--- src/rtl/pe_weight_loader_if.sv ---
// Weight stream handshake between the AXI weight path and the PE weight loader.
interface pe_weight_loader_if #(
    parameter int WEIGHT_BW = 8
);
    logic                        valid;
    logic                        ready;
    logic signed [WEIGHT_BW-1:0] data;

    modport master (output valid, output data, input ready);
    modport slave  (input valid, input data, output ready);
endinterface

--- src/rtl/pe_weight_loader.sv ---
// Write-side driver of the PE weight-load bus: streams weights to consecutive PE addresses.
// Optional PE_WLOAD_CSUM_EN adds o_csum, the running sum of sign-extended accepted weights.
//
// state | meaning
// IDLE  | waiting for i_start, s_ready low
// LOAD  | accepting one weight per beat, writing it to the next PE address
// DRAIN | final write on the bus; o_done follows on return to IDLE
module pe_weight_loader #(
    parameter int WEIGHT_BW = 8,
    parameter int ADDR_BW   = 5,
    parameter int NUM_PE    = 9,
    parameter int BASE_ADDR = 0
) (
    input  logic                        clk,
    input  logic                        rst_n,
    input  logic                        i_start,
    input  logic [ADDR_BW:0]            i_num,
    input  logic                        i_abort,
    pe_weight_loader_if.slave           s,
    output logic                        o_w_en,
    output logic [ADDR_BW-1:0]          o_addr,
    output logic signed [WEIGHT_BW-1:0] o_w,
    output logic                        o_busy,
    output logic                        o_done
`ifdef PE_WLOAD_CSUM_EN
    ,
    output logic [WEIGHT_BW+ADDR_BW:0]  o_csum
`endif
);
    typedef enum logic [1:0] {IDLE, LOAD, DRAIN} state_t;

    localparam logic [ADDR_BW:0]   NUM_MAX = (ADDR_BW+1)'(NUM_PE);
    localparam logic [ADDR_BW:0]   REM_ONE = (ADDR_BW+1)'(1);
    localparam logic [ADDR_BW-1:0] BASE    = ADDR_BW'(BASE_ADDR);

    state_t             state;
    logic [ADDR_BW:0]   remain;
    logic [ADDR_BW-1:0] addr_next;
    logic [ADDR_BW:0]   num_clamp;
    logic               beat;

    always_comb begin
        num_clamp = (i_num > NUM_MAX) ? NUM_MAX : i_num;
        beat      = s.valid & s.ready;
    end

    // remain counts down the beats still owed; terminal count is 1 on the accepting beat
    always_ff @(posedge clk or negedge rst_n) begin
        if (!rst_n) begin
            state     <= IDLE;
            remain    <= '0;
            addr_next <= BASE;
            s.ready   <= 1'b0;
            o_w_en    <= 1'b0;
            o_addr    <= '0;
            o_w       <= '0;
            o_busy    <= 1'b0;
            o_done    <= 1'b0;
`ifdef PE_WLOAD_CSUM_EN
            o_csum    <= '0;
`endif
        end else begin
            o_w_en <= 1'b0;
            o_done <= 1'b0;
            case (state)
                IDLE: begin
                    if (i_start && !i_abort) begin
                        remain    <= num_clamp;
                        addr_next <= BASE;
`ifdef PE_WLOAD_CSUM_EN
                        o_csum    <= '0;
`endif
                        if (num_clamp == '0) begin
                            o_done <= 1'b1;
                        end else begin
                            state   <= LOAD;
                            s.ready <= 1'b1;
                            o_busy  <= 1'b1;
                        end
                    end
                end
                LOAD: begin
                    if (i_abort) begin
                        state   <= IDLE;
                        s.ready <= 1'b0;
                        o_busy  <= 1'b0;
                    end else if (beat) begin
                        o_w_en    <= 1'b1;
                        o_addr    <= addr_next;
                        o_w       <= s.data;
                        addr_next <= addr_next + 1'b1;
                        remain    <= remain - 1'b1;
`ifdef PE_WLOAD_CSUM_EN
                        o_csum    <= o_csum + {{(ADDR_BW+1){s.data[WEIGHT_BW-1]}}, s.data};
`endif
                        if (remain == REM_ONE) begin
                            state   <= DRAIN;
                            s.ready <= 1'b0;
                        end
                    end
                end
                DRAIN: begin
                    state  <= IDLE;
                    o_busy <= 1'b0;
                    o_done <= !i_abort;
                end
                default: begin
                    state   <= IDLE;
                    s.ready <= 1'b0;
                    o_busy  <= 1'b0;
                end
            endcase
        end
    end
endmodule

--- src/flat_wrapper.sv ---
// flat-port wrapper written by rule: the top's interface ports become plain ports
module pe_weight_loader_flat 
#(
    parameter int WEIGHT_BW = 8,
    parameter int ADDR_BW   = 5,
    parameter int NUM_PE    = 9,
    parameter int BASE_ADDR = 0
)
  (clk, rst_n, i_start, i_num, i_abort, o_w_en, o_addr, o_w, o_busy, o_done, s_valid, s_data, s_ready);
  pe_weight_loader_if #(.WEIGHT_BW(WEIGHT_BW)) s_i ();
  input  logic clk;
  input  logic rst_n;
  input  logic i_start;
  input  logic [ADDR_BW:0] i_num;
  input  logic i_abort;
  output logic o_w_en;
  output logic [ADDR_BW-1:0] o_addr;
  output logic signed [WEIGHT_BW-1:0] o_w;
  output logic o_busy;
  output logic o_done;
  input wire logic [$bits(s_i.valid)-1:0] s_valid;
  input wire logic [$bits(s_i.data)-1:0] s_data;
  output wire logic [$bits(s_i.ready)-1:0] s_ready;
  assign s_i.valid = s_valid;
  assign s_i.data = s_data;
  assign s_ready = s_i.ready;
  pe_weight_loader #(.WEIGHT_BW(WEIGHT_BW), .ADDR_BW(ADDR_BW), .NUM_PE(NUM_PE), .BASE_ADDR(BASE_ADDR)) u_core (.clk(clk), .rst_n(rst_n), .i_start(i_start), .i_num(i_num), .i_abort(i_abort), .s(s_i), .o_w_en(o_w_en), .o_addr(o_addr), .o_w(o_w), .o_busy(o_busy), .o_done(o_done));
endmodule
--- config.mk ---
export PLATFORM = sky130hd
export DESIGN_NAME = pe_weight_loader_flat
export DESIGN_NICKNAME = d
export VERILOG_FILES = /design/src/rtl/pe_weight_loader_if.sv /design/src/rtl/pe_weight_loader.sv /design/src/flat_wrapper.sv
export SDC_FILE = /design/constraint.sdc
export NUM_CORES = 1
export LEC_CHECK = 0
export CAP_MARGIN = 0
export CORE_UTILIZATION = 40
export DETAILED_ROUTE_END_ITERATION = 7
export GPL_ROUTABILITY_DRIVEN = 0
export PLACE_DENSITY = 0.66
export SLEW_MARGIN = 40
export SYNTH_ARGS = -nofsm -noshare
export SYNTH_HDL_FRONTEND = slang
export SYNTH_SLANG_ARGS = --single-unit
--- constraint.sdc ---
create_clock -name clk -period 1.8 [get_ports clk]
set_clock_uncertainty 0.2 [all_clocks]
set_input_delay 0.36 -clock clk [delete_from_list [all_inputs] [get_ports clk]]
set_output_delay 0.36 -clock clk [all_outputs]
set_load 0.01 [all_outputs]
==> impl_metrics.json, run 1 <==
{
  "drive_gt1_frac": 0.332,
  "coreArea_um2": 3420,
  "setup_viol_count_final": 1,
  "hold_viol_final": 0,
  "final.setup.tns_ps": -16.6,
  "clkLatencyLatePin_ps": 330,
  "grt_remaining_overflow": 0,
  "critPathCaptureType": "flop",
  "start_util": 0.426,
  "cts_hold_buf": 0,
  "crit_fanout": 3,
  "power.density_nw_per_um2": 949,
  "ir_worst_vdd_mv": 0.582,
  "clock.fmax_mhz": 550,
  "fp-row-count": 21,
  "maxCapViolCount": 0,
  "synth_area_per_cell_um2": 11.5,
  "synth_edf_count": 0,
  "cts.clk_slew.worst_paths_ps": 100,
  "outcome": "finished, violations left",
  "required_ps": 1810,
  "antenna_found_initial": 0,
  "p_total_mw": 2.06,
  "synth_seq_cells": 30,
  "syn-cell-area_um2": 1460,
  "async_reset_ff_frac": 1.00,
  "fin_crit_ps": 1820,
  "drt_wl_total_um": 3560,
  "worst_slew_pin_slew_ps": 385,
  "dp_slack_ps": -463,
  "cts.htree.levels": 2,
  "yosys_warnings": 0,
  "p_leak_nw": 1.10,
  "layoutNonFillerInstCount": 239,
  "report.final.slew_viol_count": 0,
  "dr.pass1.iters": 5,
  "synthDistinctLibCells": 39,
  "vias": 1280,
  "io_pins": 36,
  "finalCritPeriodShare": 1.01,
  "violations": "setup timing",
  "antenna_left": 0,
  "fin_ws_ps": -16.6,
  "grt_pass1_wl_um": 6190,
  "nets": 214,
  "hp-class": "primary input to asynchronous set/reset pin",
  "drtIter0Drc": 58,
  "drcViolationCount": 0,
  "vias_per_cell": 5.36,
  "dp_hpwl_um": 2610,
  "die_h_um": 62.3,
  "die_area_um2": 3890,
  "synth_cells": 127,
  "cts_tree": "built",
  "cts.root.buffer_cell": "clkbuf_4",
  "cts_buffers": 5,
  "critPathLaunchType": "flop",
  "port_buffers": 35,
  "wire_per_inst_um": 14.9,
  "syn2layout_area_growth_pct": 49.1,
  "grt_pass1_vias": 1356,
  "cts_sinks": 30,
  "grt_max_degree": 31,
  "clock_path_buffers": 2,
  "ys_seq_area_frac": 0.515,
  "dp_cells": 228,
  "critical_path_class": "flop to flop",
  "num_antenna_cells": 0,
  "gr-usage-all-layers": 0.207,
  "fillers": 287,
  "arrival_ps": 1830,
  "final_util": 0.636,
  "relSlewSlack": 0.743,
  "synthFlopType": "dfrtp_1",
  "synth_nets": 149,
  "die_x_um": 62.3,
  "rsz0062_at_grt": "yes"
}
==> stage by stage <==
step | cell area, um^2 | hold WS, ps
after floorplan | 1470 | -136
after global placement | 2040 | 288
after detailed placement | 2040 | 295
after CTS | 2130 | 217
after global routing | 2170 | 245
final | 2170 | 215
==> worst paths after layout <==
| path | from | end | slack (ps) | cells after the start |
|---|---|---|---|---|
| worst max-delay path | u_core.remain[4] | u_core.s.ready | -20 | 3 |
| worst min-delay path | rst_n | u_core.addr_next[4] | 210 | 2 |
| worst max register to register | u_core.remain[4] | u_core.s.ready | -20 | 3 |
| worst min register to register | u_core.o_w[1] | u_core.o_w[1] | 310 | 1 |
| max in group asynchronous | rst_n | u_core.addr_next[2] | 910 | 2 |
| min in group clk | u_core.o_w[1] | u_core.o_w[1] | 310 | 1 |
==> per-layer routing <==
layer | vias up | wire (um) | track usage
met3 | 6 | 186 | 0.0699
met4 | 0 | 63 | 0.0872
met2 | 39 | 1800 | 0.349
met5 | - | 0 | 0
met1 | 625 | 1510 | 0.239
li1 | 610 | - | -
==> report_power, final <==
part	switching (mW)	internal (mW)
clock network	0.229	0.189
registers	0.0889	0.810
logic	0.319	0.426
total	0.637	1.42
==> cells in the mapped netlist (2+ instances only) <==
cell | count | share of area
dfrtp_1 | 30 | 0.52
a31oi_1 | 2 | 0.0086
nand3_1 | 2 | 0.0069
inv_1 | 6 | 0.015
o31ai_1 | 2 | 0.010
o21ai_0 | 3 | 0.010
mux2_2 | 15 | 0.12
nor2b_1 | 2 | 0.0086
nand2_1 | 7 | 0.018
nand4_1 | 4 | 0.017
ha_1 | 3 | 0.026
mux2i_1 | 4 | 0.027
buf_2 | 3 | 0.010
or4_1 | 2 | 0.010
a21oi_1 | 8 | 0.027
and3_1 | 2 | 0.0086
nand2b_1 | 4 | 0.017
nor3_1 | 5 | 0.017
a221oi_1 | 2 | 0.012
nor2_1 | 2 | 0.0052
==> cell usage in the layout (no fill, tap or decap), drive strengths merged, types with 2 or more instances in the layout <==
master and count:
a21oi 8, a221oi 2, a31oi 2, and3 2
buf 28, clkbuf 7, clkdlybuf4s50 19, dfrtp 30
dlygate4sd2 8, dlymetal6s2s 8, ha 3, inv 6
mux2 15, mux2i 4, nand2 7, nand2b 4
nand3 2, nand4 4, nor2 3, nor2b 2
nor3 5, o21ai 3, o31ai 2, o32a 2
or2 2, or4 4
==> cells by family (layout without fill, tap and decap cells) <==
group,Yosys count,count (layout),synth area share
buf+inv,11,77,0.0335
mux,19,19,0.143
simple gates,40,40,0.169
flops,30,30,0.515
fa+ha+maj,3,3,0.0258
compound gates,24,24,0.113
==> critical path, stage by stage, from the launching register on <==
cell and delay, ps:
dfrtp_1 400, or3_4 390, or4_4 430, a311o_1 280
==> registers in the layout (all words and copies together), names as in the netlist <==
name and count:
u_core.addr_next 5, u_core.o_addr 5, u_core.o_busy 1, u_core.o_done 1, u_core.o_w 8, u_core.o_w_en 1
u_core.remain 6, u_core.s.ready 1, u_core.state 2
==> cell type report <==
cell class                      count  area, um^2  area share
Sequential cell                    30         751       0.346
Multi-Input combinational cell     86         698       0.321
Timing Repair Buffer               63         583       0.268
Tap cell                           46        57.6      0.0265
Clock buffer                        7        55.1      0.0253
Inverter                            6        22.5      0.0104
Clock inverter                      1        5.00     0.00230
==> repair_timing <==
action                     in CTS  in global routing
setup endpoints to repair      33                 15
setup buffers                   2                  1
gates resized for setup        13                 12
pin swaps                       0                  2
No activity file was read; power rests on OpenSTA's default activity.
==> run 2: changes to the inputs <==
--- a/config.mk
+++ b/config.mk
@@ -9,7 +9,7 @@
 export CORE_UTILIZATION = 40
 export DETAILED_ROUTE_END_ITERATION = 7
 export GPL_ROUTABILITY_DRIVEN = 0
-export PLACE_DENSITY = 0.66
+export PLACE_DENSITY = 0.78
 export SLEW_MARGIN = 40
 export SYNTH_ARGS = -nofsm -noshare
 export SYNTH_HDL_FRONTEND = slang
==> run 2 against run 1 <==
Against the previous run: worst setup slack got worse by 31 ps; via count decreased by 1.3%; register-to-register slack got worse by 30 ps; the flow still finishes with violations (setup timing); critical path type unchanged; largest cell class unchanged; sequential power rose by 0.7%; flip-flop and latch count stayed put; hold slack lost 0.64 ps; cell area down 2.6%; combinational power is 5.9% lower.
==> impl_metrics.json, run 2 (synthesis results as in run 1) <==
{
  "outcome": "finished, violations left",
  "violations": "setup timing",
  "antenna_left": 0,
  "clkLatencyLatePin_ps": 330,
  "grt_pass1_vias": 1331,
  "arrival_ps": 1870,
  "reg_top3": "u_core.o_w: 8 flops, u_core.remain: 6 flops",
  "final_util": 0.619,
  "hold_viol_final": 0,
  "top_register": "u_core.o_w",
  "largest_reg_flops": 8,
  "clock_path_buffers": 2,
  "grt_remaining_overflow": 0,
  "clock.fmax_mhz": 541,
  "drcViolationCount": 0,
  "fillers": 307,
  "multiInputGateArea_um2": 689,
  "dr.pass1.iters": 4,
  "cts.clk_slew.worst_paths_ps": 90,
  "crit_family": "simple AND/OR/NAND/NOR gates",
  "power.density_nw_per_um2": 960,
  "drtIter0Drc": 48,
  "vias_per_cell": 5.42,
  "maxCapViolCount": 0,
  "die_x_um": 62.3,
  "setup_viol_count_final": 2,
  "worst_slew_pin_slew_ps": 399,
  "wire_per_inst_um": 14.8,
  "port_buffers": 35,
  "rsz0062_at_grt": "yes",
  "fp-row-count": 21,
  "p_leak_nw": 1.06,
  "crit_fanout": 5,
  "nets": 208,
  "final_cell_mix": "29 x dfrtp_1, 21 x buf_4, 18 x clkdlybuf4s50_1, 14 x mux2_2, 10 x dlygate4sd2_1",
  "critPathCaptureType": "flop",
  "p_total_mw": 2.03,
  "crit_buf_inv": 0,
  "grt_pass1_wl_um": 5920,
  "die_h_um": 62.3,
  "cts.root.buffer_cell": "clkbuf_4",
  "power.net_switching_mw": 0.632,
  "gr-usage-all-layers": 0.201,
  "p_clk_frac": 0.208,
  "fin_ws_ps": -47.7,
  "fin_crit_ps": 1850,
  "drt_wl_total_um": 3440,
  "p_int_mw": 1.40,
  "critPathSlowestCell": "dfrtp_1",
  "grt_max_degree": 31,
  "report.final.slew_viol_count": 0,
  "drive_gt1_frac": 0.310,
  "io_pins": 36,
  "cts_buffers": 5,
  "ir_worst_vdd_mv": 0.486,
  "worst_hold_slack_ps": 214,
  "crit_chain": "or3_4 > or4_4 > a311o_1",
  "cts.htree.levels": 2,
  "cts_sinks": 30,
  "start_util": 0.426,
  "hp-class": "primary input to asynchronous set/reset pin",
  "antenna_found_initial": 0,
  "num_antenna_cells": 0,
  "required_ps": 1830,
  "regArea_um2": 752,
  "p_seq_frac": 0.446,
  "swShare": 0.311,
  "die_area_um2": 3890,
  "finalCritPeriodShare": 1.03,
  "cts_tree": "built",
  "coreArea_um2": 3420,
  "dp_hpwl_um": 2550,
  "critPathLaunchType": "flop",
  "final_common_cell": "dfrtp_1",
  "critical_path_class": "flop to flop",
  "syn2layout_area_growth_pct": 45.2,
  "cts_hold_buf": 0,
  "slowest_delay_ps": 440,
  "relSlewSlack": 0.734,
  "p_comb_frac": 0.346,
  "vias": 1263
}
## run 2: cell count changes in the layout (fill, tap and decap cells not counted), sizes merged
| cell | before | now |
|---|---|---|
| buf | 28 | 22 |
| clkdlybuf4s50 | 19 | 18 |
| dlymetal6s2s | 8 | 7 |
| dlygate4sd2 | 8 | 10 |
## run 2: timing repair
item	in CTS	in global routing
resized for setup	15	11
endpoints found under the setup margin	18	12
setup buffers	1	1
## run 2: path summary, 6_finish.rpt
check	start	to	slack, ps	cells after the start
max	u_core.remain[3]	u_core.s.ready	-50	3
min	rst_n	u_core.o_w[4]	210	2
max reg2reg	u_core.remain[3]	u_core.s.ready	-50	3
min reg2reg	u_core.o_w[7]	u_core.o_w[7]	310	1
max in group asynchronous	rst_n	u_core.state[0]	880	2
min in group clk	i_abort	u_core.o_done	240	3
## run 2: through the flow
| step | setup TNS, ps | instances | cell area (um^2) | worst slack, ps |
|---|---|---|---|---|
| 5_1_grt | -135 | 233 | 2110 | -77.3 |
| 6_report | -66.2 | 233 | 2110 | -47.7 |
| 3_3_place_gp | -8320 | 223 | 2000 | -425 |
| 4_1_cts | -67.3 | 232 | 2080 | -42.8 |
| 2_1_floorplan | 0 | 127 | 1470 | 6.98 |
| 3_5_place_dp | -9540 | 223 | 2000 | -515 |
## run 2: worst reg2reg max path: stages (launching register included)
cell	delay (ps)
dfrtp_1	440
or3_4	390
or4_4	440
a311o_1	280
## run 2: cell type report
cell class,instances,share of cell area
clock buffers,7,0.0260
clock inverters,1,0.00237
inverters,6,0.0107
multi-input cells,86,0.326
flip-flops and latches,30,0.356
well taps,46,0.0272
repair buffers,57,0.252
## run 2: power by group through the flow
stage / clock network, mW / logic [mW] / registers (mW)
detailed placement: 0 / 0.721 / 0.922
CTS: 0.437 / 0.698 / 0.903
global placement: 0 / 0.693 / 0.910
floorplan: 0 / 0.282 / 0.952
global route: 0.475 / 0.759 / 0.923
finish: 0.423 / 0.702 / 0.904
## run 2: layer usage
layer	global-route usage	vias up	routed length, um
met4	0.102	0	96
met1	0.239	620	1470
met5	0	-	0
li1	-	594	-
met3	0.0607	11	154
met2	0.328	38	1730
==> RTL edit, RTL diff (flow settings as in run 1) <==
Re-encode `state_t` (3 states) as one-hot, 3 bits wide.
--- a/src/rtl/pe_weight_loader.sv
+++ b/src/rtl/pe_weight_loader.sv
@@ -28,5 +28,5 @@
 `endif
 );
-    typedef enum logic [1:0] {IDLE, LOAD, DRAIN} state_t;
+    typedef enum logic [2:0] {IDLE = 3'b001, LOAD = 3'b010, DRAIN = 3'b100} state_t;
 
     localparam logic [ADDR_BW:0]   NUM_MAX = (ADDR_BW+1)'(NUM_PE);
Function: no difference found for any inputs over 10 cycles, from zero or initial values and one cycle with rst_n low; not proved beyond that.
==> RTL edit against run 1 <==
  * The flow still finishes with violations (setup timing)
  * Sequential cell count increased by 1
  * Worst setup slack got worse by 0.058 ns
  * Cell area decreased by 1.8%
  * Wire length decreased by 4.6%
  * Highest routed layer unchanged
  * Synthesized area decreased by 0.60%
Power is not compared: it rests on default switching activity, and its combinational part moved more than twofold at a synthesized area within 25%.
==> RTL edit: results <==
{
  "outcome": "finished, violations left",
  "violations": "setup timing",
  "grt_pass1_vias": 1327,
  "setup_viol": 1,
  "synth_ff_type": "dfrtp_1",
  "startpoint": "u_core.remain[2]$_DFFE_PN0P_",
  "cts_setup_buffers": 0,
  "endpoint": "u_core.remain[5]$_DFFE_PN0P_",
  "synth_area_leaders": "dfrtp_1 52%, nand2_1 12%, ha_1 2.6%, a21oi_1 2.4%, or3_1 2.2%",
  "reg2reg_depth": 4,
  "crit_family": "simple AND/OR/NAND/NOR gates",
  "synth-adder-area-share_pct": 2.593,
  "muxShareOfSynthArea_pct": 0,
  "drive_above_1_share_pct": 19.14,
  "htreeDepth": 2,
  "cap_violations": 0,
  "worst_pin_slew_ns": 0.3548,
  "dpl.hpwl_um": 2479,
  "synth-async-reset-ratio_pct": 100.0,
  "routed_wirelength_um": 3398,
  "crit_path_top_delay_cell": "dfrtp_1",
  "synthTopCellsByCount": "45 x nand2_1, 30 x dfrtp_1, 8 x nor2_1, 7 x a21oi_1",
  "antenna_found_initial": 0,
  "fin_nets": 230,
  "synth_nets": 172,
  "grt_max_degree": 32,
  "grt_pass1_wl_um": 5913,
  "synth_cell_types": 41,
  "synth_compound_area_share_pct": 12.71,
  "synthXorXnorAreaFrac_pct": 1.210,
  "drtIter0Drc": 40,
  "place_area_um2": 2012,
  "dr.pass1.iters": 5,
  "cts-root-buf": "clkbuf_4",
  "clkTransAtPathRegs_ns": 0.09,
  "fin_ws_ns": -0.07453,
  "worstHoldPathType": "in -> async",
  "clk_latency_ns": 0.32,
  "critPathArrivalTime_ns": 1.93,
  "clk_path_buf_depth": 2,
  "cp_max_fo": 2,
  "setup-tns-final_ns": -0.07453,
  "track_usage_pct": 19.41,
  "antenna_cells": 0,
  "crit_path_max_incr_delay_ns": 0.39,
  "avgViaCountPerCell": 5.008,
  "synth_seq_area_share_pct": 53.67,
  "ir_drop_v": 0.0004444,
  "yosys_warnings": 0,
  "timing.rr.end": "u_core.remain[5]$_DFFE_PN0P_",
  "largest_registers": "u_core.o_w x8, u_core.remain x6",
  "pre_cts_ws_ns": -0.3730,
  "port_buffers": 35,
  "cellLeakagePower_nw": 1.200,
  "cts_buffers": 5
}
## RTL edit: how the worst min path moves through the flow
stage / slack, ns / from / to
floorplan: -0.14 / rst_n / u_core.addr_next[0]$_DFFE_PN0P_
global placement: 0.26 / u_core.o_addr[2]$_DFFE_PN0P_ / u_core.o_addr[2]$_DFFE_PN0P_
detailed placement: 0.27 / u_core.o_addr[1]$_DFFE_PN0P_ / u_core.o_addr[1]$_DFFE_PN0P_
CTS: 0.19 / rst_n / u_core.o_addr[0]$_DFFE_PN0P_
global route: 0.21 / rst_n / u_core.o_w[4]$_DFFE_PN0P_
finish: 0.19 / rst_n / u_core.o_addr[0]$_DFFE_PN0P_
## RTL edit: logic make-up after synthesis
logic type,after synthesis
flip-flops,31
AO/OA/AOI/OAI,27
AND/OR/NAND/NOR,78
XOR/XNOR,2
adder cells (fa/ha/maj),3
buffers and inverters,9
## RTL edit: stage by stage
step,instances,utilization [%]
detailed placement,247,59.36
CTS,255,61.20
global placement,247,59.36
finish,255,62.94
global route,255,62.94
floorplan,150,-
## RTL edit: cell type report
| type | count | area, um2 |
|---|---|---|
| clock inverter | 1 | 5.005 |
| sequential | 31 | 777.0 |
| timing repair buffer | 56 | 559.3 |
| clock buffer | 7 | 45.04 |
| fill | 276 | 1256 |
| multi-input combinational | 110 | 674.4 |
| inverter | 4 | 15.01 |
| tap | 46 | 57.56 |
## RTL edit: report_power, final
group          switching [W]  leakage [nW]  total [W]  internal, W
Combinational       0.000150         0.754   0.000333     0.000184
Clock               0.000224        0.0293   0.000376     0.000152
Sequential         0.0000400         0.417   0.000789     0.000749
## RTL edit: metal layers
metal  track usage, %  wire length (um)  vias to the layer above
li1                 -                 -                      645
met1            25.33              1603                      603
met2            31.46              1651                       25
met3            5.699               123                        4
met4            5.233                19                        0
met5                0                 0                        -
## RTL edit: timing repair
action                                  in CTS  in global routing
endpoints found under the setup margin       7                 20
resized for setup                            5                 19
pin swaps                                    1                  0
